**src/rtl/mld_7_3_serial_decoder.sv**
```systemverilog
// Serial one-step majority-logic decoder for the (7,3) cyclic code g(x)=1+x^2+x^3+x^4.
// Latency: first corrected bit the cycle after c0 is accepted; 7 decode cycles + 1 done cycle.
// Backpressure: out_ready low freezes the current position; no input is taken until the block is done.
module mld_7_3_serial_decoder #(
    parameter bit OUT_INFO_ONLY = 1'b0
) (
    input  logic clk,
    input  logic reset,
    input  logic in_valid,
    input  logic in_bit,
    output logic in_ready,
    output logic out_valid,
    output logic out_bit,
    input  logic out_ready,
    output logic blk_done,
    output logic err_corrected,
    output logic err_detected
);

    localparam logic [1:0] ST_LOAD   = 2'd0;
    localparam logic [1:0] ST_DECODE = 2'd1;
    localparam logic [1:0] ST_DONE   = 2'd2;

    logic [1:0] state;
    logic [2:0] count;
    logic [2:0] idx;
    logic [6:0] r;
    logic       tie_flag;
    logic       flip_flag;

    logic       a1;
    logic       a2;
    logic       a3;
    logic [2:0] votes;
    logic       decision;
    logic       pos_tie;
    logic       pos_flip;
    logic       emit;
    logic       advance;

    // Cyclic index (i + k) mod 7, valid for i in 0..6 and k in 1..6.
    function automatic logic [2:0] mod7(input logic [2:0] i, input logic [2:0] k);
        logic [3:0] s;
        s = {1'b0, i} + {1'b0, k};
        if (s >= 4'd7) begin
            s = s - 4'd7;
        end
        return s[2:0];
    endfunction

    always_comb begin
        a1       = r[mod7(idx, 3'd1)] ^ r[mod7(idx, 3'd3)];
        a2       = r[mod7(idx, 3'd2)] ^ r[mod7(idx, 3'd6)];
        a3       = r[mod7(idx, 3'd4)] ^ r[mod7(idx, 3'd5)];
        votes    = {2'b00, r[idx]} + {2'b00, a1} + {2'b00, a2} + {2'b00, a3};
        pos_tie  = (votes == 3'd2);
        decision = r[idx];
        if (votes >= 3'd3) begin
            decision = 1'b1;
        end else if (votes <= 3'd1) begin
            decision = 1'b0;
        end
        pos_flip = (decision != r[idx]);
    end

    always_comb begin
        emit      = (OUT_INFO_ONLY == 1'b0) || (idx >= 3'd4);
        in_ready  = (state == ST_LOAD);
        out_valid = (state == ST_DECODE) && emit;
        out_bit   = out_valid ? decision : 1'b0;
        blk_done  = (state == ST_DONE);
        // Non-emitted positions still take one cycle each so block timing is fixed.
        advance   = (state == ST_DECODE) && (!emit || out_ready);
    end

    always_ff @(posedge clk or negedge reset) begin
        if (!reset) begin
            state         <= ST_LOAD;
            count         <= 3'd0;
            idx           <= 3'd0;
            r             <= 7'd0;
            tie_flag      <= 1'b0;
            flip_flag     <= 1'b0;
            err_corrected <= 1'b0;
            err_detected  <= 1'b0;
        end else begin
            case (state)
                ST_LOAD: begin
                    if (in_valid) begin
                        r[3'd6 - count] <= in_bit;
                        count           <= count + 3'd1;
                        if (count == 3'd6) begin
                            state <= ST_DECODE;
                            idx   <= 3'd6;
                        end
                    end
                end
                ST_DECODE: begin
                    if (advance) begin
                        tie_flag  <= tie_flag | pos_tie;
                        flip_flag <= flip_flag | pos_flip;
                        if (idx == 3'd0) begin
                            state <= ST_DONE;
                        end else begin
                            idx <= idx - 3'd1;
                        end
                    end
                end
                ST_DONE: begin
                    err_detected  <= tie_flag;
                    err_corrected <= flip_flag & ~tie_flag;
                    tie_flag      <= 1'b0;
                    flip_flag     <= 1'b0;
                    count         <= 3'd0;
                    state         <= ST_LOAD;
                end
                default: begin
                    state <= ST_LOAD;
                end
            endcase
        end
    end

endmodule

```
**config.mk**
```make
export PLATFORM = sky130hd
export DESIGN_NAME = mld_7_3_serial_decoder
export DESIGN_NICKNAME = d
export VERILOG_FILES = /design/src/rtl/mld_7_3_serial_decoder.sv
export SDC_FILE = /design/constraint.sdc
export NUM_CORES = 1
export LEC_CHECK = 0
export BUFFER_PORTS_ARGS = -buffer_cell sky130_fd_sc_hd__buf_2
export CAP_MARGIN = 20
export CELL_PAD_IN_SITES_DETAIL_PLACEMENT = 0
export CELL_PAD_IN_SITES_GLOBAL_PLACEMENT = 1
export CORE_MARGIN = 2
export CORE_UTILIZATION = 25
export DETAILED_ROUTE_END_ITERATION = 10
export PLACE_DENSITY_LB_ADDON = 0.1
export SLEW_MARGIN = 20
export SYNTH_ARGS = -nofsm -noshare
export SYNTH_HDL_FRONTEND = slang
export SYNTH_SLANG_ARGS = --single-unit
```
**constraint.sdc**
```tcl
create_clock -name clk -period 5.4 [get_ports clk]
set_input_delay 0.54 -clock clk [delete_from_list [all_inputs] [get_ports clk]]
set_output_delay 0.54 -clock clk [all_outputs]
set_load 0.02 [all_outputs]
```
# Yosys cells after proc, flatten, opt, wreduce, memory -nomap -nowiden
# Index checks and enable logic that the tools add are counted.
totals:
  output_inout_bits: 6
  regBits: 19
  in_bits: 5
classes:
  eq_ne: 10
  bitwise_logic: 7
  reduce_logical: 12
  muxes: 42
  n_addsub: 18
  order_cmp: 17
op_table:
  columns: ["op", "count"]
  rows:
  - ["2-to-1 mux 3 bit", 11]
  - ["< comparator 3 x 4 -> 1 bit (second input constant)", 8]
  - [">= comparator 4 x 3 -> 1 bit (second input constant)", 6]
  - ["binary-select mux 1 bit (select 3 bit)", 7]
  - ["subtractor 3 bit (second input constant)", 6]
  - ["2-to-1 mux 1 bit", 13]
  - ["adder 3 x 3 -> 4 bit (second input constant)", 3]
  - ["case mux 3 bit (2 select lines)", 2]
  - ["adder 3 x 2 -> 4 bit (second input constant)", 2]
  - ["2-to-1 mux 2 bit", 4]
  - ["bitwise mux 7 bit", 1]
  - ["inequality test 2 x 1 -> 1 bit (second input constant)", 3]
  - ["AND reduction 2 bit", 3]
  - ["nonzero test 2 bit", 3]
  - ["AND reduction 5 bit", 1]
  - ["adder 3 x 1 -> 4 bit (second input constant)", 1]
  - ["inequality test 2 bit (second input constant)", 2]
  - ["case mux 1 bit (2 select lines)", 2]
  - ["case mux 2 bit (2 select lines)", 1]
  - ["AND reduction 4 bit", 1]
  - ["adder 2 x 1 -> 3 bit", 1]
  - ["adder 3 x 1 -> 3 bit", 1]
  - ["adder 3 x 1 -> 3 bit (second input constant)", 1]
  - ["demux 1 bit (select 3 bit)", 1]
  - ["18 further kinds", 22]

# Depth between registers and ports, before layout
logic_depth:
  depth_word: 16
  ltp_mapped: 19

# Least setup slack after synthesis
# Ideal clock, no wire load.
synth_timing:
  path_type: "register to output"
  startpoint: "register idx[1]"
  endpoint: "output port out_bit"
  arrival_time_ns: 3.928
  n_path_buf: 1
  setup_slack_ns: 0.932
  stages_incl_launch_ff: 16
  cell_sequence: "dfrtp_1 buf_4 inv_1 ha_1 inv_1 fa_1 xnor2_2 nor2_1 a211oi_1 a21oi_1 o21ai_0 xor2_1 fa_1 ha_1 or3_1 a21oi_1"
synth_via:
  elab_chain_len: 13
  elab_cells_between_ends: 49
synth_rtl:
  columns: ["item", "line", "source"]
  rows:
  - ["start: declaration", "26", "logic [2:0] idx;"]
  - ["start signal: assignment", "105", "idx <= idx - 3'd1;"]
  - ["adder 3 x 1 -> 4 bit or adder 3 x 2 -> 4 bit (tied branches)", "44", "s = {1'b0, i} + {1'b0, k};"]
  - [">= comparator 4 x 3 -> 1 bit or subtractor 3 bit (tied branches)", "45, 46", null]
  - ["2-to-1 mux 3 bit", "45", "if (s >= 4'd7) begin"]
  - ["binary-select mux 1 bit (select 3 bit)", "52", "a1 = r[mod7(idx, 3'd1)] ^ r[mod7(idx, 3'd3)];"]
  - ["2-to-1 mux 1 bit (implied by the code)", "52", null]
  - ["XOR 1 bit", "52", null]
  - ["adder 1 x 1 -> 2 bit", "55", "votes = {2'b00, r[idx]} + {2'b00, a1} + {2'b00, a2} + {2'b00, a3};"]
  - ["adder 2 x 1 -> 3 bit", "55", null]
  - ["adder 3 x 1 -> 3 bit", "55", null]
  - ["less-or-equal comparator 3 x 1 -> 1 bit", "60", "end else if (votes <= 3'd1) begin"]
  - ["2-to-1 mux 1 bit", "60", null]
  - ["2-to-1 mux 1 bit (*)", "58", "if (votes >= 3'd3) begin"]
  - ["2-to-1 mux 1 bit (*)", "70", "out_bit = out_valid ? decision : 1'b0;"]
  - ["end: declaration", "13", "output logic out_bit,"]
# Every way passes the cells marked *; elsewhere a longest branch is shown, timed or not. The select of a mux whose other input is x is not followed.

# Worst setup path after layout
layout_timing:
  startpoint: "register idx[0]"
  endpoint: "output port out_bit"
# The elaborated chain is that of the path after synthesis.

==> impl_metrics.ini <==
[placement]
dpl_cell_area_um2 = 2371
dpl.hpwl_mm = 4.452
dpl.cell_count = 369
gp_congestion = 0.7786
numPortBuffers = 10

[route]
ant_nets = 0
route.detailed.drc = 0
routed_wl_mm = 6.024
vias_per_cell = 5.086
vias = 1897
dr.pass1.iters = 6
avgRoutedWirePerCell_um = 16.15
first_iter_violations = 108

[timing]
worst_pin_slew_ns = 0.4729
min_period_ns = 4.971
slew_headroom = 0.6848
hold_viol_final = 0
slew_violations = 0
fmax_mhz = 201.2
rsz0062_at_grt = no
finalCritPeriodShare = 0.9206
fin_skew_ns = 0.007492
final-setup-viol-count = 0
finalSetupTns_ns = 0

[yosys]
syn_inst = 264
async_reset_ff_frac = 1.000
syn_nets = 289
synth_area_leaders = dfrtp_1 21%, ha_1 10%, mux2i_1 8.9%
dominantRegCellSynth = dfrtp_1
synth_top_cell_area_share = 0.2122
ys_seq_area_frac = 0.2122
yosysWarnings = 0
ys_types = 61
ys_ff_latch = 19
synth_edf_count = 0
synth_largest_area_cell = dfrtp_1
synth.avg_cell_area_um2 = 8.488
synth_area_um2 = 2241

[cts]
cts_root_buf = clkbuf_8
cts-buffers-inserted = 3
cts_sinks = 19
cts-htree-levels = 1
postCtsSetupRepairBufs = 0
cts.hold.buffers_added = 0
cts_tree = yes
cts_buffer_depth = 2
clk_latency_ns = 0.26
cts-resized-gates = 0
clk_pin_slew_ns = 0.08

[global_route]
grt_first_pass_wirelength_mm = 10.38
grt_overflow = 0
antenna_found_initial = 0
grt_pass1_vias = 1899
grt_max_degree = 21
grt_usage = 0.1305

[setup_path]
path_cells = inv_2 > ha_1 > buf_4 > o21a_1 > mux4_2 > nor2_1 > a21oi_2 > xor2_1 > fa_1 > ha_1 > inv_1 > ha_1 > or3_1 > a21oi_1 > buf_2
cp-end-kind = output port
crit_fanout = 13
cp-start-kind = flip-flop
rrSetupSlack_ns = 1.00
path_class = reg -> out
cpPeakStageDelay_ns = 0.64
critical_path.top_delay_family = adder cells
path_buf_inv = 4
arrival_ns = 4.43
crit_top_cell = ha_1
worstPathRequired_ns = 4.86
cpMaxStageDelayCell = dfrtp_1

[final_layout]
syn2layout_area_growth_pct = 7.873
post-route-cell-area_um2 = 2417
final_common_cell = nand2_1
layout.nets = 291
diodes = 0
layout_common_cells = 24 x nand2_1, 20 x a21oi_1, 20 x mux2i_1
finalNonFillerCells = 373
drive_gt1_frac = 0.1585

[floorplanning]
die_h_um = 98.68
initial_core_util = 0.2570
die-area_um2 = 9737
io_pins = 11
rows = 34
fp.dieW_um = 98.68
core_um2 = 8721

[job]
drv_cap = 0

[run_status]
status = finished, final reports clean

[worst_hold_path]
hp-class = in -> async
## state kept, by name (all words and copies together) (netlist names)
register / cells
r: 7
state: 2
idx: 3
tie_flag: 1
err_corrected: 1
err_detected: 1
flip_flag: 1
count: 3
## layout make-up
type,instances,area [um^2]
clock buffers,3,41.29
clock inverters,1,5.005
fillers,921,6304
inverters,18,67.56
multi-input cells,209,1605
flip-flops and latches,19,475.5
well taps,108,135.1
repair buffers,15,87.58
## layer usage
metal | share of wire | track usage
met1 | 0.49 | 0.1917
met2 | 0.47 | 0.2135
met3 | 0.035 | 0.009220
met4 | 0.0085 | 0.02318
met5 | 0 | 0
## worst register-to-register path, delay by kind of cell (launching register included)
| kind | cells | cell delay [ns] |
|---|---|---|
| adders and majority gates | 4 | 1.54 |
| buffers and inverters | 3 | 0.55 |
| muxes | 2 | 0.22 |
| DFF | 1 | 0.64 |
| xor gates and xnor gates | 1 | 0.20 |
| and+or+nand+nor | 2 | 0.41 |
| AOI/OAI and AO/OA | 4 | 0.78 |
## final timing paths
path,to,cells after the start,start
worst min register to register,err_detected$_DFFE_PN0P_,2,err_detected$_DFFE_PN0P_
max in group asynchronous,idx[0]$_DFFE_PN0P_,1,reset
worst min-delay path,count[0]$_DFFE_PN0P_,1,reset
worst max register to register,flip_flag$_DFFE_PN0P_,16,idx[0]$_DFFE_PN0P_
min in group clk,err_detected$_DFFE_PN0P_,2,err_detected$_DFFE_PN0P_
worst max-delay path,out_bit,15,idx[0]$_DFFE_PN0P_
## kinds of logic (layout without fill, tap and decap cells)
group | Yosys count | in the layout | synth area share
simple gates | 78 | 78 | 0.1737
compound gates | 70 | 70 | 0.2083
buf+inv | 36 | 37 | 0.07146
mux | 33 | 33 | 0.1697
fa+ha+maj | 20 | 20 | 0.1184
flops | 19 | 19 | 0.2122
xor+xnor | 8 | 8 | 0.04635
## synthesized netlist by cell type, types with 8 or more instances
cell type and instances:
nand2_1 24, a21oi_1 20, mux2i_1 20, dfrtp_1 19
ha_1 18, inv_1 17, nor2_1 15, o21ai_0 14
clkbuf_1 9, mux2_2 9, nor3_1 9, nand2b_1 8
## per-stage QoR
| stage | hold WS, ns | util | worst slack [ns] |
|---|---|---|---|
| after global routing | 0.2586 | 0.2772 | 0.07025 |
| after detailed placement | 0.4724 | 0.2719 | 0.6676 |
| after CTS | 0.2285 | 0.2772 | 0.3697 |
| final | 0.2122 | 0.2772 | 0.4289 |
| after floorplan | 0.2444 | - | 0.9324 |
| after global placement | 0.4716 | 0.2719 | 0.7443 |
Power is left out: the tool's default activity adds up to more than one toggle a clock period on the data nets, which glitch-free logic cannot reach.
